File: src/rtl/freq_div_cfg_ctrl_if.sv
// Divisor request channel between a configuration master and freq_div_cfg_ctrl.
// A request transfers on any rising clock edge where cfg_valid && cfg_ready.
interface freq_div_cfg_ctrl_if #(
    parameter int unsigned WIDTH = 8
);
    logic             cfg_valid;
    logic [WIDTH-1:0] cfg_data;
    logic             cfg_ready;

    modport master (
        output cfg_valid,
        output cfg_data,
        input  cfg_ready
    );

    modport slave (
        input  cfg_valid,
        input  cfg_data,
        output cfg_ready
    );
endinterface

File: src/rtl/freq_div_cfg_ctrl.sv
// Configuration controller for the LED frequency-divider pipeline: changes the divisor only
// at a pattern wrap (or timeout) and resets the divider around every change.
module freq_div_cfg_ctrl #(
    parameter int unsigned      WIDTH       = 8,
    parameter logic [WIDTH-1:0] DEFAULT_DIV = WIDTH'(5),
    parameter int unsigned      MIN_DIV     = 1,
    parameter int unsigned      RST_CYCLES  = 4,
    parameter int unsigned      TIMEOUT     = 1024
) (
    input  logic                 clock,
    input  logic                 reset,
    input  logic                 enable,
    freq_div_cfg_ctrl_if.slave   cfg,
    input  logic                 wrap_in,
    output logic [WIDTH-1:0]     div_data,
    output logic                 div_reset_n,
    output logic                 busy,
    output logic                 applied,
    output logic                 cfg_err
);
    localparam logic [7:0]       HoldLast = 8'(RST_CYCLES - 1);
    localparam logic [15:0]      ToLast   = 16'(TIMEOUT - 1);
    localparam logic [WIDTH-1:0] MinDiv   = WIDTH'(MIN_DIV);

    typedef enum logic [1:0] {StInit, StRun, StWaitWrap, StResync} state_e;

    state_e           state_q;
    logic [7:0]       hold_cnt_q;
    logic [15:0]      to_cnt_q;
    logic [WIDTH-1:0] pending_q;
    logic             wrap_q;

    logic handshake;
    logic wrap_edge;
    logic timed_out;
    logic hold_done;

    assign handshake = (state_q == StRun) && cfg.cfg_valid && cfg.cfg_ready;
    assign wrap_edge = wrap_q && !wrap_in;
    assign timed_out = (to_cnt_q == ToLast);
    assign hold_done = (hold_cnt_q == HoldLast);

    always_ff @(posedge clock) begin
        if (reset) begin
            state_q       <= StInit;
            hold_cnt_q    <= '0;
            to_cnt_q      <= '0;
            pending_q     <= '0;
            wrap_q        <= 1'b0;
            div_data      <= DEFAULT_DIV;
            div_reset_n   <= 1'b0;
            cfg.cfg_ready <= 1'b0;
            busy          <= 1'b1;
            applied       <= 1'b0;
            cfg_err       <= 1'b0;
        end else begin
            wrap_q  <= wrap_in;
            applied <= 1'b0;
            cfg_err <= 1'b0;
            case (state_q)
                StInit, StResync: begin
                    if (hold_done) begin
                        state_q       <= StRun;
                        hold_cnt_q    <= '0;
                        div_reset_n   <= 1'b1;
                        busy          <= 1'b0;
                        cfg.cfg_ready <= enable;
                        // Only a completed change reports; power-up restart is silent.
                        applied       <= (state_q == StResync);
                    end else begin
                        hold_cnt_q <= hold_cnt_q + 8'd1;
                    end
                end
                StRun: begin
                    cfg.cfg_ready <= enable;
                    if (handshake) begin
                        if (cfg.cfg_data < MinDiv) begin
                            cfg_err <= 1'b1;
                        end else if (cfg.cfg_data == div_data) begin
                            applied <= 1'b1;
                        end else begin
                            pending_q     <= cfg.cfg_data;
                            to_cnt_q      <= '0;
                            state_q       <= StWaitWrap;
                            cfg.cfg_ready <= 1'b0;
                            busy          <= 1'b1;
                        end
                    end
                end
                StWaitWrap: begin
                    if (wrap_edge || timed_out) begin
                        div_data    <= pending_q;
                        div_reset_n <= 1'b0;
                        hold_cnt_q  <= '0;
                        state_q     <= StResync;
                    end else begin
                        to_cnt_q <= to_cnt_q + 16'd1;
                    end
                end
                default: state_q <= StInit;
            endcase
        end
    end
endmodule

File: src/flat_wrapper.sv
// flat-port wrapper written by rule: the top's interface ports become plain ports
module freq_div_cfg_ctrl_flat 
#(
    parameter int unsigned      WIDTH       = 8,
    parameter logic [WIDTH-1:0] DEFAULT_DIV = WIDTH'(5),
    parameter int unsigned      MIN_DIV     = 1,
    parameter int unsigned      RST_CYCLES  = 4,
    parameter int unsigned      TIMEOUT     = 1024
)
  (clock, reset, enable, wrap_in, div_data, div_reset_n, busy, applied, cfg_err, cfg_cfg_valid, cfg_cfg_data, cfg_cfg_ready);
  freq_div_cfg_ctrl_if #(.WIDTH(WIDTH)) cfg_i ();
  input  logic clock;
  input  logic reset;
  input  logic enable;
  input  logic wrap_in;
  output logic [WIDTH-1:0] div_data;
  output logic div_reset_n;
  output logic busy;
  output logic applied;
  output logic cfg_err;
  input wire logic [$bits(cfg_i.cfg_valid)-1:0] cfg_cfg_valid;
  input wire logic [$bits(cfg_i.cfg_data)-1:0] cfg_cfg_data;
  output wire logic [$bits(cfg_i.cfg_ready)-1:0] cfg_cfg_ready;
  assign cfg_i.cfg_valid = cfg_cfg_valid;
  assign cfg_i.cfg_data = cfg_cfg_data;
  assign cfg_cfg_ready = cfg_i.cfg_ready;
  freq_div_cfg_ctrl #(.WIDTH(WIDTH), .DEFAULT_DIV(DEFAULT_DIV), .MIN_DIV(MIN_DIV), .RST_CYCLES(RST_CYCLES), .TIMEOUT(TIMEOUT)) u_core (.clock(clock), .reset(reset), .enable(enable), .cfg(cfg_i), .wrap_in(wrap_in), .div_data(div_data), .div_reset_n(div_reset_n), .busy(busy), .applied(applied), .cfg_err(cfg_err));
endmodule
File: config.mk
export PLATFORM = sky130hd
export DESIGN_NAME = freq_div_cfg_ctrl_flat
export DESIGN_NICKNAME = d
export VERILOG_FILES = /design/src/rtl/freq_div_cfg_ctrl_if.sv /design/src/rtl/freq_div_cfg_ctrl.sv /design/src/flat_wrapper.sv
export SDC_FILE = /design/constraint.sdc
export NUM_CORES = 1
export LEC_CHECK = 0
export ABC_AREA = 0
export CAP_MARGIN = 20
export CORE_MARGIN = 10
export CORE_UTILIZATION = 30
export CTS_CLUSTER_SIZE = 25
export DETAILED_ROUTE_END_ITERATION = 10
export HOLD_SLACK_MARGIN = 0.03
export PLACE_DENSITY = 0.59
export SLEW_MARGIN = 20
export SYNTH_ARGS = -nofsm -noshare
export SYNTH_HDL_FRONTEND = slang
export SYNTH_SLANG_ARGS = --single-unit
File: constraint.sdc
create_clock -name clock -period 6.2 [get_ports clock]
set_input_delay 0.62 -clock clock [delete_from_list [all_inputs] [get_ports clock]]
set_output_delay 0.62 -clock clock [all_outputs]
set_load 0.1 [all_outputs]
==> flow_summary.ini <==
[clock_network]
clock_path_buffers = 2
cts_resized = 0
htreeDepth = 2
cts_inserted_buffers = 5
clkLatencyLatePin_ps = 290
post-cts-setup-buffers = 0
holdBufCountCts = 0
cts_root_buf = clkbuf_8
cts.sinks = 48
clk_pin_slew_ps = 90
cts_tree = yes

[synth]
ys_warn_count = 0
syn_inst = 278
synth.ff_latch_count = 48
synth.distinct_cells = 49
synth_top_area_cell = dfxtp_1
synth_area_leaders = dfxtp_1 38%, mux2i_1 8.3%, nor2_1 3.5%, a21oi_2 3.4%, or4_2 3.4%
ys_seq_area_share_pct = 37.8
syn_nets = 297
yosysTopAreaCellShare_pct = 37.8
netlist_area_um2 = 2540
avgSynthCellArea_um2 = 9.15

[timing]
hold_viol = 0
skew_ps = 6.73
tns_ps = 0
worst_slew_pin_slew_ps = 983
relSlewSlack_pct = 34.3
fmaxAchievable_mhz = 360
rsz0062_at_grt = false
timing.final.crit_share_pct = 44.8
final-setup-viol-count = 0
worst_hold_slack_ps = 475
slew_violations = 0
period_needed_ps = 2780
final.setup.worst_slack_ps = 3420

[global_routing]
track_usage_pct = 8.95
antenna_found_initial = 0
grt_pass1_wl_mm = 9.85
overflow = 0
grt_pass1_vias = 2091
grt_max_degree = 47

[finish]
instances_no_fill = 404
antenna_cells = 0
nets = 318
drive_gt1_share_pct = 16.7
fin_area_um2 = 2960
syn_to_final_growth_pct = 16.2

[setup_path]
r2r_slack_ps = 3420
critical_path_peak_fanout = 25
critPathLaunchType = flop
cp.required_ps = 6360
cp-end-kind = flop
crit_type = reg2reg
worstPathArrival_ps = 2940

[status]
status = finished clean

[power_and_ir_drop]
leakagePower_nw = 0.961
p_per_area_nw_per_um2 = 265
peakVddDrop_uv = 100

[die]
fp.dieW_um = 112
start_util_pct = 31.0
die_h_um = 112
ios = 26
die_area_um2 = 12600
rows = 33
core_area_um2 = 8220

[drt]
dr.pass1.iters = 4
vias_per_cell = 5.25
ant_nets = 0
via_count = 2121
drc = 0
wl_per_cell_um = 14.2
dr.first_iter.drc_count = 116
drt-total-wl_mm = 5.73

[place]
postPlaceCellArea_um2 = 2870
post-place-ws_ps = 3160
gp_congestion = 0.765
dp_hpwl_mm = 4.02
io_buffers = 25
placed_cells = 397

[worst_hold_path]
min_path_type = reg2reg

[flow_run]
cap_viol_max_count = 0
## layout by cell type (no fill, tap or decap), types with 5 or more instances in the layout
cell type	instances
a21oi_2	10
nand2_1	12
nor3_1	5
nor2_1	24
nand3_1	11
a21oi_1	13
mux2i_1	21
o31ai_1	9
or3b_2	6
clkbuf_8	5
dfxtp_1	48
a211oi_1	8
nand2b_1	6
or4_2	10
ha_1	6
nand3b_1	6
clkdlybuf4s50_1	25
nand4_1	7
inv_1	7
xnor2_1	8
## report_power, final
| group | internal (W) | switching [W] | leakage, nW |
|---|---|---|---|
| Sequential | 0.000328 | 0.0000193 | 0.388 |
| Clock | 0.0000770 | 0.000101 | 0.0410 |
| Combinational | 0.0000899 | 0.000170 | 0.532 |
## Yosys cell counts (all sizes together)
cell type	number
or3	2
nor4b	1
nor2	24
and3	4
o31ai	9
o22ai	2
a21oi	23
or4	12
or4bb	1
mux2i	21
a41oi	3
nor3	7
o211ai	3
ha	6
or2	2
or4b	2
a32oi	1
nor2b	2
xnor2	8
nand3	11
nand3b	6
inv	7
nand4b	1
o21bai	1
clkbuf	8
dfxtp	48
a211oi	8
o31a	1
nand2	13
or3b	6
and2	2
nor4	5
a211o	2
and4	1
o21ai	6
nand2b	6
nand4	7
buf	6
## worst max-delay path, stage by stage (launching register included)
cell and delay [ps]:
dfxtp_1 350, inv_1 90, ha_1 480, or4bb_1 530, or4_4 480, o211ai_2 390
or4_2 270, a21oi_2 50
## stage by stage
step,total power [W],util (%)
global route,0.000830,36.0
detailed placement,0.000611,35.0
CTS,0.000790,35.9
floorplan,0.000560,-
global placement,0.000608,35.0
finish,0.000785,36.0
## routing by layer
layer | share of wire, % | vias up | track usage [%]
met5 | 0 | - | 0
met2 | 44 | 32 | 14.2
met3 | 5.1 | 5 | 3.04
met1 | 50 | 1006 | 11.5
met4 | 0.42 | 0 | 1.78
li1 | - | 1078 | -
## final cells by class
class	count	area (µm²)
clock buffer	6	72.6
timing repair buffer	28	273
inverter	7	26.3
fill	833	5260
tap	105	131
sequential	48	961
clock inverter	1	5.00
multi-input combinational	209	1490
## state kept, by name, indices dropped and copies added, names as in the netlist, 2 cells and up
signal and count:
u_core.to_cnt_q 16, u_core.div_data 8, u_core.pending_q 8, u_core.state_q 2
u_core.hold_cnt_q 8
## path summary, 6_finish.rpt
check,startpoint,end,cells after the start
worst max-delay path,u_core.state_q[0],u_core.to_cnt_q[15],7
worst max register to register,u_core.state_q[0],u_core.to_cnt_q[15],7
worst min register to register,u_core.pending_q[0],u_core.div_data[0],1
worst min-delay path,u_core.pending_q[0],u_core.div_data[0],1
## kinds of logic after synthesis
logic type      after synthesis  share of synthesized area [%]
buf+inv                      21                           4.18
flops                        48                           37.8
mux                          21                           8.26
compound gates               59                           16.5
simple gates                115                           27.6
xor+xnor                      8                           2.75
fa+ha+maj                     6                           2.95
No activity file was read; power rests on OpenSTA's default activity.
